==> config.mk <==
export PLATFORM = sky130hd
export DESIGN_NAME = ak4619_sequencer
export DESIGN_NICKNAME = d
export VERILOG_FILES = /design/src/rtl/ak4619_sequencer.sv
export SDC_FILE = /design/constraint.sdc
export NUM_CORES = 1
export LEC_CHECK = 0
export ABC_AREA = 1
export BUFFER_PORTS_ARGS = -buffer_cell sky130_fd_sc_hd__buf_2
export CORE_MARGIN = 2
export CORE_UTILIZATION = 50
export DETAILED_ROUTE_END_ITERATION = 10
export GPL_TIMING_DRIVEN = 0
export PLACE_DENSITY = 0.71
export SKIP_LAST_GASP = 1
export SYNTH_ARGS = -nofsm -noshare
export SYNTH_HDL_FRONTEND = slang
export SYNTH_SLANG_ARGS = --single-unit
==> constraint.sdc <==
create_clock -name clk_256fs -period 2.14 [get_ports clk_256fs]
set_input_delay 0.107 -clock clk_256fs [delete_from_list [all_inputs] [get_ports clk_256fs]]
set_output_delay 0.107 -clock clk_256fs [all_outputs]
set_load 0.1 [all_outputs]
==> src/rtl/ak4619_sequencer.sv <==
// AK4619 power-up and run-time sequencer: PDN hold/wake, I2C config handshake with
// retry, settle period, and the 256-cycle sample strobe that paces all sample processing.
module ak4619_sequencer #(
    parameter int unsigned PDN_HOLD_CYCLES = 4096,
    parameter int unsigned PDN_WAKE_CYCLES = 1024,
    parameter int unsigned CFG_TIMEOUT     = 1048576,
    parameter int unsigned SETTLE_FRAMES   = 16,
    parameter int unsigned MAX_RETRIES     = 3
) (
    input  logic        clk_256fs,
    input  logic        rst_n,
    input  logic        enable,
    output logic        codec_rst,
    output logic        cfg_start,
    input  logic        cfg_busy,
    input  logic        cfg_done,
    input  logic        cfg_err,
    output logic        strobe,
    output logic        running,
    output logic        fault,
    output logic [1:0]  retry_count,
    output logic [15:0] frame_count
);

    // The cycle counter also counts settle strobes, so it covers SETTLE_FRAMES too.
    localparam int unsigned MAX_HW  = (PDN_HOLD_CYCLES > PDN_WAKE_CYCLES) ? PDN_HOLD_CYCLES : PDN_WAKE_CYCLES;
    localparam int unsigned MAX_HWT = (MAX_HW > CFG_TIMEOUT) ? MAX_HW : CFG_TIMEOUT;
    localparam int unsigned CNT_MAX = (MAX_HWT > SETTLE_FRAMES) ? MAX_HWT : SETTLE_FRAMES;
    localparam int unsigned CNT_W   = $clog2(CNT_MAX + 1);

    localparam logic [CNT_W-1:0] HOLD_LAST   = CNT_W'(PDN_HOLD_CYCLES - 1);
    localparam logic [CNT_W-1:0] WAKE_LAST   = CNT_W'(PDN_WAKE_CYCLES - 1);
    localparam logic [CNT_W-1:0] TMO_LAST    = CNT_W'(CFG_TIMEOUT - 1);
    localparam logic [CNT_W-1:0] SETTLE_LAST = CNT_W'(SETTLE_FRAMES);
    localparam logic [1:0]       RETRY_LIMIT = 2'(MAX_RETRIES);

    typedef enum logic [2:0] {
        HOLD, WAKE, CFG_REQ, CFG_WAIT, SETTLE, RUN, FAULT
    } state_t;

    state_t           state, state_d;
    logic [CNT_W-1:0] cnt, cnt_d;
    logic [7:0]       phase, phase_d;
    logic             codec_rst_d, cfg_start_d, strobe_d, running_d, fault_d;
    logic [1:0]       retry_d;
    logic [15:0]      frame_d;
    logic             fail;

    always_ff @(posedge clk_256fs or negedge rst_n) begin
        if (!rst_n) begin
            state       <= HOLD;
            cnt         <= '0;
            phase       <= '0;
            codec_rst   <= 1'b1;
            cfg_start   <= 1'b0;
            strobe      <= 1'b0;
            running     <= 1'b0;
            fault       <= 1'b0;
            retry_count <= '0;
            frame_count <= '0;
        end else begin
            state       <= state_d;
            cnt         <= cnt_d;
            phase       <= phase_d;
            codec_rst   <= codec_rst_d;
            cfg_start   <= cfg_start_d;
            strobe      <= strobe_d;
            running     <= running_d;
            fault       <= fault_d;
            retry_count <= retry_d;
            frame_count <= frame_d;
        end
    end

    always_comb begin
        state_d     = state;
        cnt_d       = cnt;
        phase_d     = '0;
        codec_rst_d = codec_rst;
        cfg_start_d = 1'b0;
        strobe_d    = 1'b0;
        running_d   = running;
        fault_d     = fault;
        retry_d     = retry_count;
        frame_d     = frame_count;
        fail        = 1'b0;

        if (!enable) begin
            // Disabling abandons whatever is in progress; frame_count is kept for software.
            state_d     = HOLD;
            cnt_d       = '0;
            codec_rst_d = 1'b1;
            running_d   = 1'b0;
            fault_d     = 1'b0;
            retry_d     = '0;
        end else begin
            case (state)
                HOLD: begin
                    if (cnt == HOLD_LAST) begin
                        state_d     = WAKE;
                        cnt_d       = '0;
                        codec_rst_d = 1'b0;
                    end else begin
                        cnt_d = cnt + CNT_W'(1);
                    end
                end
                WAKE: begin
                    if (cnt == WAKE_LAST) begin
                        state_d = CFG_REQ;
                        cnt_d   = '0;
                    end else begin
                        cnt_d = cnt + CNT_W'(1);
                    end
                end
                CFG_REQ: begin
                    if (!cfg_busy) begin
                        cfg_start_d = 1'b1;
                        state_d     = CFG_WAIT;
                        cnt_d       = '0;
                    end
                end
                CFG_WAIT: begin
                    // An error beats a simultaneous done; done on the last timeout cycle still counts.
                    if (cfg_err || (!cfg_done && cnt == TMO_LAST)) begin
                        fail = 1'b1;
                    end else if (cfg_done) begin
                        state_d  = SETTLE;
                        cnt_d    = CNT_W'(1);
                        strobe_d = 1'b1;
                    end else begin
                        cnt_d = cnt + CNT_W'(1);
                    end
                end
                SETTLE: begin
                    phase_d = phase + 8'd1;
                    if (phase == 8'hFF) begin
                        strobe_d = 1'b1;
                        if (cnt == SETTLE_LAST) begin
                            state_d   = RUN;
                            running_d = 1'b1;
                            frame_d   = frame_count + 16'd1;
                        end else begin
                            cnt_d = cnt + CNT_W'(1);
                        end
                    end
                end
                RUN: begin
                    phase_d = phase + 8'd1;
                    if (phase == 8'hFF) begin
                        strobe_d = 1'b1;
                        frame_d  = frame_count + 16'd1;
                    end
                end
                FAULT: ;
                default: state_d = HOLD;
            endcase
        end

        if (fail) begin
            codec_rst_d = 1'b1;
            cnt_d       = '0;
            if (retry_count < RETRY_LIMIT) begin
                retry_d = retry_count + 2'd1;
                state_d = HOLD;
            end else begin
                state_d = FAULT;
                fault_d = 1'b1;
            end
        end
    end

endmodule
==> out/results.txt <==
At the end of routability-driven placement, the weighted congestion stood at 0.823. Leaving out fill and tap cells, the most frequent cell in the layout is sky130_fd_sc_hd__nand2_1. The first global-routing pass estimated 13200 µm of wire. The number of nets in the synthesized netlist is 484, and the area inside the core boundary is 6830 µm².

The tools report the number of placed I/O pins as 29. The logs give 56 for the pin count of the biggest net entering global routing and 2.06 nW for the static leakage. STA classifies the critical path startpoint as a flop. The run gives 0.09 ns as the minimum setup slack among reg-to-reg paths.

For this run, the register share of the synthesized area comes to 39.0%. Yosys mapped the design onto 40 distinct sky130hd cell types. Flip-flop cell with the highest count after synthesis: sky130_fd_sc_hd__dfrtp_1. The number of antenna diodes was 0; the portion of total power attributed to the clock network was 20.8%. The share of total power dissipated in combinational logic is 38.6%. After legalization and detailed placement, the total HPWL measured 5740 µm. The initial detailed-routing violation count was 194; the power density over the cells was 700 nW/µm². Of all flip-flops after synthesis, the portion carrying an async set or reset was 100%. The cell area that synthesis handed to floorplanning was 3530 µm². For the die outline area, the log shows 7750 µm². After routing the design area is 4090 µm². In this run the remaining antenna-violating nets after routing total 0. In this run, CTS created clock tree buffers numbering 5. Maximum count of clock buffers along a single path: 2. STA classifies the critical path endpoint as a flop. The buffers plus inverters on the worst setup path came out at 5. Share of total power consumed by net switching: 40.1%. Counting cells, the worst reg-to-reg path comes to 12.

The clock tree synthesis step divided the H-tree into 2 levels. The kind of cell with the highest combined delay along the critical path is simple AND/OR/NAND/NOR gates. The share of the synthesized netlist area taken by xor and xnor gates works out to 4.22%. The run finished with clean final reports. Summing the areas of all compound-gate instances in the mapped netlist gives 6.31% of the synthesized area. Setup repair after global routing could not meet its margin everywhere.

The run gives 0 as the total setup violations reported at the end of the flow. In this design, the stage delay of the slowest critical-path cell is 0.43 ns. The tools report the sequential cell fraction of total power as 40.6%.

The post-detailed-route via-to-cell ratio was 5.16. The final layout contains 537 nets. After synthesis, the largest family of logic cells by area is simple AND/OR/NAND/NOR gates.

The synthesis warning total is 0, and the total power is 0.00286 W. For the pin with the worst max-slew slack, the measured transition is 0.689 ns. The share of post-route cells with drive strength above 1 is 21.3%, and the worst hold path stage count is 3.

The post-synthesis area per instance came out at 7.46 µm². Along the worst path, the maximum fanout reaches 10. Subtracting the final worst setup slack from the clock period gives 2.05 ns.

For the number of antenna violations at the first check in global routing, the log shows 0. The final cycle utilization of the critical path was 95.7%; the synthesized flop and latch total was 55. TritonCTS built the clock tree. In the final routed layout, each cell accounts on average for 12.9 µm. The share of synthesized area spent on multiplexers is 0%, and the design internal power is 0.00172 W.

The finished layout holds 623 standard cells, fillers aside. In this run the worst hold path is classified as input port to flop. Across the routed clock network, the largest skew measured is 0.00762 ns. The cell type with the highest occurrence count on the critical path was sky130_fd_sc_hd__inv_1.

After detailed placement, the total cell area comes to 3790 µm². The tools report the via count of the first global-routing pass as 2960. From bottom edge to top edge, the die measures 88.0 µm. After Yosys synthesis, full adders, half adders and majority gates account for 1.77% of the synthesized area. Including well taps, the total number of placed cells is 596. After Yosys synthesis, and, or, nand and nor cells account for 39.6% of the synthesized area. Counting buffers and inverters, the worst setup path is 12 cells deep. The maximum frequency from static timing analysis was 0.488 GHz. For the clock net sink count, the log shows 55. Once the floorplan was initialized, standard cells occupied 51.7% of the core. Die width: 88.0 µm. Traced cell by cell, the critical path runs through buf_4 -> inv_1 -> ha_1 -> inv_1 -> nor3_2 -> nand4_1 -> nand2_1 -> nand3_4 -> nand2_4 -> inv_4 -> buf_12 -> o21ai_1.

The top cell types in the final layout, fill and taps aside, are sky130_fd_sc_hd__nand2_1, sky130_fd_sc_hd__nor2_1, sky130_fd_sc_hd__inv_1, sky130_fd_sc_hd__nand3_1, sky130_fd_sc_hd__dfrtp_1. The overall track demand over capacity in global routing is 21.4%, and the residual DRC count is 0. The root buffer cell chosen for the clock tree is sky130_fd_sc_hd__clkbuf_8. The worst-skew pair later-pin latency was 0.31 ns. Fill cells in the final layout number 618.

Among all stages on the critical path, the largest delay is contributed by sky130_fd_sc_hd__dfrtp_2. Data on the critical path is required at its endpoint by 2.36 ns. Before CTS, the worst setup slack after placement is -0.0616 ns. For the count of mapped cells out of synthesis, the log shows 473. For the arrival time of data at the critical path endpoint, the log shows 2.27 ns. During placement, the flow inserted port buffers numbering 27.

The critical path is of the flop to flop type. In this run the core area contains 30 standard-cell rows. The hold violation total from the final report was 0; the number of max-cap violations was 0. The total detailed-routing wirelength was 8050 µm; the count of flip-flops with a built-in enable after synthesis was 0.

For this block, the via count after detailed routing is 3215. Before antenna repair, the detailed router went through 5 iterations. For the switching component of the power, the log shows 0.00115 W. The worst supply voltage drop on vdd is 0.488 mV, and the total grt overflow is 0. The aggregate negative setup slack came out at 0 ns. The area growth from synthesis to layout is 15.8%. The clock transition at the registers of the reported paths was 0.10 ns; the worst-case setup margin in the final layout was 0.0917 ns. Total count of max-transition violations in the final report: 0. The normalized max-slew margin is 54.0%.
path summary, 6_finish.rpt:
| path | start | to |
|---|---|---|
| max | cnt[1] | cnt[0] |
| min reg2reg | frame_count[8] | frame_count[8] |
| max in group asynchronous | rst_n | cnt[0] |
| max reg2reg | cnt[1] | cnt[0] |
| min in group asynchronous | rst_n | cnt[14] |
| min | enable | cfg_start |
layer usage:
| metal | part of all wire [%] | vias to the layer above | track usage [%] | routed length (µm) |
|---|---|---|---|---|
| li1 | - | 1634 | - | - |
| met1 | 48 | 1495 | 29.8 | 3830 |
| met2 | 47 | 72 | 34.8 | 3810 |
| met3 | 3.8 | 14 | 3.39 | 305 |
| met4 | 1.3 | 0 | 5.79 | 106 |
| met5 | 0 | - | 0 | 0 |
power groups by stage:
stage / clock network (W) / registers (W) / logic, W
after CTS: 0.000620 / 0.00117 / 0.00100
final: 0.000595 / 0.00116 / 0.00111
after global placement: 0 / 0.00119 / 0.000952
after global routing: 0.000650 / 0.00117 / 0.00123
after floorplan: 0 / 0.00119 / 0.000741
after detailed placement: 0 / 0.00119 / 0.000971
cell type report:
cell class | instances | area, µm² | area share [%]
Multi-Input combinational cell | 343 | 1880 | 45.9
Sequential cell | 55 | 1390 | 33.9
Timing Repair Buffer | 46 | 285 | 6.97
Inverter | 65 | 246 | 6.03
Tap cell | 96 | 120 | 2.94
Buffer | 10 | 81.3 | 1.99
Clock buffer | 5 | 68.8 | 1.68
Clock inverter | 3 | 22.5 | 0.551
cell families (layout without fill, tap and decap cells):
| logic type | count (synthesis) | after routing |
|---|---|---|
| AND/OR/NAND/NOR | 285 | 285 |
| XOR/XNOR | 17 | 17 |
| adder cells (fa/ha/maj) | 5 | 5 |
| buffers and inverters | 75 | 129 |
| flip-flops | 55 | 55 |
| AO/OA/AOI/OAI | 36 | 36 |
sequential cells by signal, summed over array words and instances, names as in the netlist:
name         flops
frame_count     16
retry_count      2
state            3
cnt             21
codec_rst        1
fault            1
running          1
phase            8
cfg_start        1
strobe           1
tightest hold or removal path: cells and delay by family:
family | cells | cell delay [ns]
buffers and inverters | 2 | 0.28
and+or+nand+nor | 1 | 0.08
synthesized netlist by cell type (2+ instances only):
library cell	instances	area, µm²
sky130_fd_sc_hd__nor2_2	3	18.8
sky130_fd_sc_hd__nand2_4	4	45.0
sky130_fd_sc_hd__nor2_1	64	240
sky130_fd_sc_hd__o21ai_2	4	35.0
sky130_fd_sc_hd__dfrtp_1	54	1350
sky130_fd_sc_hd__inv_2	2	7.51
sky130_fd_sc_hd__nor3_1	8	40.0
sky130_fd_sc_hd__o21ai_1	3	15.0
sky130_fd_sc_hd__o21ai_0	17	85.1
sky130_fd_sc_hd__nand2_1	108	405
sky130_fd_sc_hd__buf_2	5	25.0
sky130_fd_sc_hd__nand2_2	4	25.0
sky130_fd_sc_hd__inv_1	62	233
sky130_fd_sc_hd__nor4_1	3	18.8
sky130_fd_sc_hd__nand3_4	3	52.6
sky130_fd_sc_hd__o21a_1	2	15.0
sky130_fd_sc_hd__a21oi_1	7	35.0
sky130_fd_sc_hd__ha_1	5	62.6
sky130_fd_sc_hd__xnor2_1	8	70.1
sky130_fd_sc_hd__xor2_1	9	78.8
sky130_fd_sc_hd__and3_1	2	12.5
sky130_fd_sc_hd__nor2_4	2	22.5
sky130_fd_sc_hd__nand3_1	51	255
sky130_fd_sc_hd__buf_4	2	15.0
sky130_fd_sc_hd__nand4_1	23	144
sky130_fd_sc_hd__nand3_2	4	40.0
stage by stage:
step / utilization [%] / hold WS (ns)
global route: 59.9 / 0.158
floorplan: - / -0.189
finish: 59.9 / 0.186
global placement: 55.5 / 0.322
detailed placement: 55.5 / 0.332
CTS: 57.3 / 0.0851
what timing repair did:
item | in CTS | in global routing
hold buffers | 1 | 1
endpoints found under the hold margin | 1 | 54
pin swaps | 0 | 6
setup endpoints to repair | 19 | 34
buffers inserted | 2 | 15
gates resized for setup | 3 | 13
(Power assumes the default switching activity.)
